==> src/rtl/immgen_stage.sv <==
// immgen_stage: ID-stage immediate generator with an elastic valid/ready output buffer.
//   Parameters: XLEN (32|64) output width, SKID (1 = 2-entry skid buffer with
//   registered in_ready, 0 = single pipeline register), TAG_W sideband width.
//   Ports: clk, rst_n (async active-low), flush (sync kill of buffered entries),
//   in_valid/in_ready/instr[31:7]/sel/tag on the input side,
//   out_valid/out_ready/out_imm/out_err/out_tag on the output side.
module immgen_stage #(
  parameter int XLEN  = 32,
  parameter int SKID  = 1,
  parameter int TAG_W = 5
) (
  input  logic             clk,
  input  logic             rst_n,
  input  logic             flush,
  input  logic             in_valid,
  output logic             in_ready,
  input  logic [24:0]      instr,
  input  logic [2:0]       sel,
  input  logic [TAG_W-1:0] tag,
  output logic             out_valid,
  input  logic             out_ready,
  output logic [XLEN-1:0]  out_imm,
  output logic             out_err,
  output logic [TAG_W-1:0] out_tag
);
  localparam int EW = XLEN + TAG_W + 1;
  if (XLEN != 32 && XLEN != 64) begin : g_bad_xlen
    $error("immgen_stage: XLEN must be 32 or 64");
  end
  // instr port bit i carries instruction bit i+7, so instruction bit k is instr[k-7]
  logic            s;
  logic [XLEN-1:0] imm_d;
  logic [EW-1:0]   ent_d;
  logic [EW-1:0]   head_q;
  logic            push;
  logic            pop;
  assign s = instr[24];
  always_comb
    imm_d = sel == 3'd0 ? {{(XLEN-12){s}}, instr[24:13]} :
            sel == 3'd1 ? {{(XLEN-12){s}}, instr[24:18], instr[4:0]} :
            sel == 3'd2 ? {{(XLEN-12){s}}, instr[0], instr[23:18], instr[4:1], 1'b0} :
            sel == 3'd3 ? {{(XLEN-20){s}}, instr[12:5], instr[13], instr[23:14], 1'b0} :
            sel == 3'd4 ? {{(XLEN-31){s}}, instr[23:5], 12'b0} :
            sel == 3'd5 ? {{(XLEN-5){1'b0}}, instr[12:8]} :
            sel == 3'd6 ? (XLEN == 64 ? {{(XLEN-6){1'b0}}, instr[18:13]}
                                      : {{(XLEN-5){1'b0}}, instr[17:13]}) :
            '0;
  assign ent_d = {sel == 3'd7, tag, imm_d};
  assign {out_err, out_tag, out_imm} = head_q;
  // in_ready already carries ~flush, so a flushed cycle never pushes
  assign push = in_valid & in_ready;
  assign pop  = out_valid & out_ready;
  if (SKID != 0) begin : g_skid
    typedef enum logic [1:0] {EMPTY, ONE, TWO} state_t;
    state_t        st_q;
    logic [EW-1:0] skid_q;
    logic          rdy_q;
    logic          vld_q;
    assign in_ready  = rdy_q & ~flush;
    assign out_valid = vld_q;
    // head_q is always the presented entry; skid_q holds the one that arrived while the head stalled
    always_ff @(posedge clk or negedge rst_n)
      if (!rst_n) begin
        st_q   <= EMPTY;
        head_q <= '0;
        skid_q <= '0;
        rdy_q  <= 1'b1;
        vld_q  <= 1'b0;
      end else if (flush) begin
        st_q  <= EMPTY;
        rdy_q <= 1'b1;
        vld_q <= 1'b0;
      end else begin
        case (st_q)
          EMPTY: if (push) begin
            head_q <= ent_d;
            st_q   <= ONE;
            vld_q  <= 1'b1;
          end
          ONE: if (push && pop) head_q <= ent_d;
          else if (push) begin
            skid_q <= ent_d;
            st_q   <= TWO;
            rdy_q  <= 1'b0;
          end else if (pop) begin
            st_q  <= EMPTY;
            vld_q <= 1'b0;
          end
          TWO: if (pop) begin
            head_q <= skid_q;
            st_q   <= ONE;
            rdy_q  <= 1'b1;
          end
          default: st_q <= EMPTY;
        endcase
      end
  end else begin : g_reg
    logic vld_q;
    assign in_ready  = (~vld_q | out_ready) & ~flush;
    assign out_valid = vld_q;
    always_ff @(posedge clk or negedge rst_n)
      if (!rst_n) begin
        vld_q  <= 1'b0;
        head_q <= '0;
      end else if (flush) vld_q <= 1'b0;
      else if (push) begin
        head_q <= ent_d;
        vld_q  <= 1'b1;
      end else if (pop) vld_q <= 1'b0;
  end
endmodule

==> config.mk <==
export PLATFORM = sky130hd
export DESIGN_NAME = immgen_stage
export DESIGN_NICKNAME = d
export VERILOG_FILES = /design/src/rtl/immgen_stage.sv
export SDC_FILE = /design/constraint.sdc
export NUM_CORES = 1
export LEC_CHECK = 0
export BUFFER_PORTS_ARGS = -buffer_cell sky130_fd_sc_hd__buf_2
export CORE_ASPECT_RATIO = 0.75
export CORE_MARGIN = 2
export CORE_UTILIZATION = 30
export CTS_BUF_LIST = sky130_fd_sc_hd__clkbuf_4
export DETAILED_ROUTE_END_ITERATION = 10
export GPL_ROUTABILITY_DRIVEN = 0
export GPL_TIMING_DRIVEN = 0
export SLEW_MARGIN = 20
export SYNTH_ARGS = -nofsm -noshare
export SYNTH_HDL_FRONTEND = slang
export SYNTH_SLANG_ARGS = --single-unit
export TNS_END_PERCENT = 1
==> constraint.sdc <==
create_clock -name clk -period 1.45 [get_ports clk]
set_clock_uncertainty 0.1 [all_clocks]
set_input_delay 0.2175 -clock clk [delete_from_list [all_inputs] [get_ports clk]]
set_output_delay 0.2175 -clock clk [all_outputs]
set_load 0.03 [all_outputs]
==> reports/metrics.csv <==
stage,metric,value,unit
timing,tightest_slew,542,ps
routing,ant_nets,0,
floorplanning,die_h,105,um
power_and_ir_drop,irDropWorstVdd,734,uV
critical_path,crit_arrival,1980,ps
synth,ys_ff_latch,80,
timing,slew_viol_final,0,
critical_path,required,1690,ps
placement,hpwl,8990,um
global_routing,grt_pass1_wl,20500,um
placement,numPortBuffers,74,
placement,placed_cells,683,
final_layout,layout_common_cells,"buf_2 (77), dfrtp_1 (77), nand2_1 (76)",
cts,htreeDepth,3,
synth,ys_types,47,
global_routing,gr-usage-all-layers,18.0,%
power_and_ir_drop,cellLeakagePower,2.43,nW
power_and_ir_drop,pwr-share-seq,43.6,%
timing,fmax,573,MHz
cts,cts_buffers,9,
power_and_ir_drop,p_int,5.00,mW
final_layout,area_delta_synth_final,29.1,%
power_and_ir_drop,swShare,39.2,%
critical_path,cp_num_buf_inv,3,
synth,syn-num-nets,475,
synth,yosys_warnings,0,
synth,syn-cell-area,4060,um2
critical_path,crit_slowest_cell,dfrtp_2,
cts,clock-root-buffer,clkbuf_4,
timing,period_share,120,%
critical_path,slowest_delay,480,ps
floorplanning,io_pins,78,
synth,ys_seq_area_share,49.3,%
synth,avgSynthCellArea,9.30,um2
timing,max_slew_margin,63.9,%
final_layout,utilization,40.0,%
final_layout,fin_area,5250,um2
flow_run,maxCapViolCount,0,
power_and_ir_drop,p_clk_share,18.5,%
floorplanning,start_util,31.0,%
timing,hold_violations,0,
min_path,min_path_type,input pin to flip-flop,
run_status,status,"complete, but fails checks",
run_status,violations,setup timing,
power_and_ir_drop,switchingPower,3.23,mW
global_routing,antenna_found_initial,0,
critical_path,critPathTopFamily,flip-flops,
timing,setup_viol,78,
routing,route.vias.total,3832,
floorplanning,core-area,13100,um2
routing,wl_per_cell,17.5,um
cts,clk_path_buf_depth,2,
cts,clock_sinks,80,
final_layout,nets,587,
global_routing,grt_remaining_overflow,0,
placement,placed_cell_area,4700,um2
final_layout,final_cells,725,
global_routing,first_global_vias,3795,
floorplanning,dieArea,14500,um2
critical_path,cp_max_fo,8,
routing,drt_iter0_drc,319,
critical_path,path_class,flip-flop to flip-flop,
timing,finalCriticalPeriod,1750,ps
critical_path,end_kind,flip-flop,
timing,hold-worst-slack,40.1,ps
power_and_ir_drop,power.density,1570,nW/um2
routing,drtPass1Iterations,5,
cts,cts_tree,yes,
power_and_ir_drop,pwr-share-comb,37.9,%
critical_path,critPathLaunchType,flip-flop,
routing,viasPerCell,5.29,
final_layout,drive_above_1_share,29.1,%
synth,synthCells,437,
cts,clk_pin_slew,130,ps
global_routing,grt_max_degree,54,
critical_path,crit_chain,"and3b_4, a32o_2, buf_12, buf_6, buf_4, o21a_1",
timing,rsz0062_at_grt,true,
routing,route.detailed.drc,0,
timing,setup_ws,-295,ps
placement,post-place-ws,-421,ps
floorplanning,chipWidth,138,um
cts,clkLatencyLatePin,450,ps
routing,drt-total-wl,12700,um
floorplanning,rows,36,
final_layout,antennaDiodeCount,0,
-- routing by layer --
metal	share of wire (%)	up-vias	GRT usage, %	wire length, um
met4	1.2	0	4.96	159
li1	-	1784	-	-
met2	45	158	27.5	5730
met1	46	1872	24.7	5860
met5	0	-	0	0
met3	7.6	18	5.41	971
-- stage by stage --
| step | power, mW | TNS [ps] |
|---|---|---|
| global route | 8.78 | -19190 |
| global placement | 6.44 | -67070 |
| floorplan | 5.56 | -6140 |
| detailed placement | 6.56 | -22950 |
| CTS | 8.24 | -12990 |
| finish | 8.24 | -12480 |
-- final cells by class --
type | instances | area, um2
Fill cell | 1322 | 7860
Clock inverter | 5 | 72.6
Sequential cell | 80 | 2010
Timing Repair Buffer | 101 | 668
Clock buffer | 11 | 82.6
Inverter | 1 | 3.75
Buffer | 39 | 317
Tap cell | 171 | 214
Multi-Input combinational cell | 317 | 1880
-- flip-flops by register name (all words and copies together) (netlist names) --
| register | cells |
|---|---|
| out_valid | 1 |
| g_skid.skid_q | 38 |
| head_q | 38 |
| g_skid.rdy_q | 1 |
| g_skid.st_q | 2 |
-- final timing paths --
check                                  start                 to  slack, ps  cells past startpoint
max                                out_valid         head_q[11]       -300                      6
min                                out_ready     g_skid.st_q[1]         40                      4
max reg2reg                        out_valid         head_q[11]       -300                      6
min reg2reg                g_skid.skid_q[26]  g_skid.skid_q[26]        390                      2
max in group asynchronous              rst_n       g_skid.rdy_q        470                      3
min in group asynchronous              rst_n         head_q[18]        120                      2
-- cells in the mapped netlist (all sizes together) --
master | n | area (um2)
nand3 | 7 | 35.0
o211ai | 5 | 37.5
a32o | 1 | 11.3
nor2 | 32 | 120
o22a | 7 | 61.3
a22o | 7 | 61.3
nand2b | 7 | 43.8
a21boi | 1 | 7.51
and2 | 1 | 6.26
and4bb | 1 | 16.3
buf | 24 | 149
o21ai | 64 | 320
a211o | 1 | 8.76
o21a | 1 | 7.51
nand3b | 1 | 7.51
dfstp | 1 | 26.3
a22oi | 4 | 30.0
a32oi | 1 | 27.5
clkbuf | 15 | 56.3
and3 | 1 | 6.26
xor2 | 1 | 27.5
nand2 | 77 | 292
nand4 | 1 | 6.26
mux2i | 5 | 50.1
a31oi | 7 | 43.8
o221ai | 7 | 61.3
nor4b | 1 | 8.76
and4b | 1 | 10.0
a21bo | 1 | 10.0
mux2 | 11 | 143
inv | 1 | 3.75
dfrtp | 79 | 1980
nor2b | 8 | 57.6
o221a | 1 | 11.3
o22ai | 1 | 6.26
a21oi | 35 | 175
and3b | 1 | 12.5
a211oi | 14 | 105
o21bai | 1 | 7.51
a21o | 2 | 15.0
-- power by group through the flow --
| stage | Clock (mW) | Sequential (mW) | Combinational [mW] |
|---|---|---|---|
| global placement | 0 | 3.60 | 2.84 |
| finish | 1.52 | 3.59 | 3.12 |
| detailed placement | 0 | 3.64 | 2.92 |
| global route | 1.66 | 3.72 | 3.41 |
| CTS | 1.57 | 3.58 | 3.10 |
| floorplan | 0 | 4.35 | 1.21 |
-- timing repair --
| action | CTS | global route |
|---|---|---|
| buffers inserted | 7 | 0 |
| pin swaps | 3 | 4 |
| gates resized for setup | 40 | 24 |
| gates cloned | 3 | 0 |
| endpoints found under the setup margin | 79 | 81 |
| hold endpoints to repair | 105 | 0 |
| hold buffers | 16 | 0 |
-- worst min-delay path: cells and delay by family --
| family | cells | cell delay (ps) |
|---|---|---|
| buffers and inverters | 1 | 140 |
| AND/OR/NAND/NOR | 3 | 200 |
-- kinds of logic (layout without fill, tap and decap cells) --
kind of cell,Yosys count,after routing,synth area share (%)
buffers and inverters,40,157,5.14
XOR/XNOR,1,1,0.678
flip-flops,80,80,49.3
AND/OR/NAND/NOR,139,139,15.3
multiplexers,16,16,4.74
AO/OA/AOI/OAI,161,161,24.8
No activity file was read; power rests on OpenSTA's default activity.
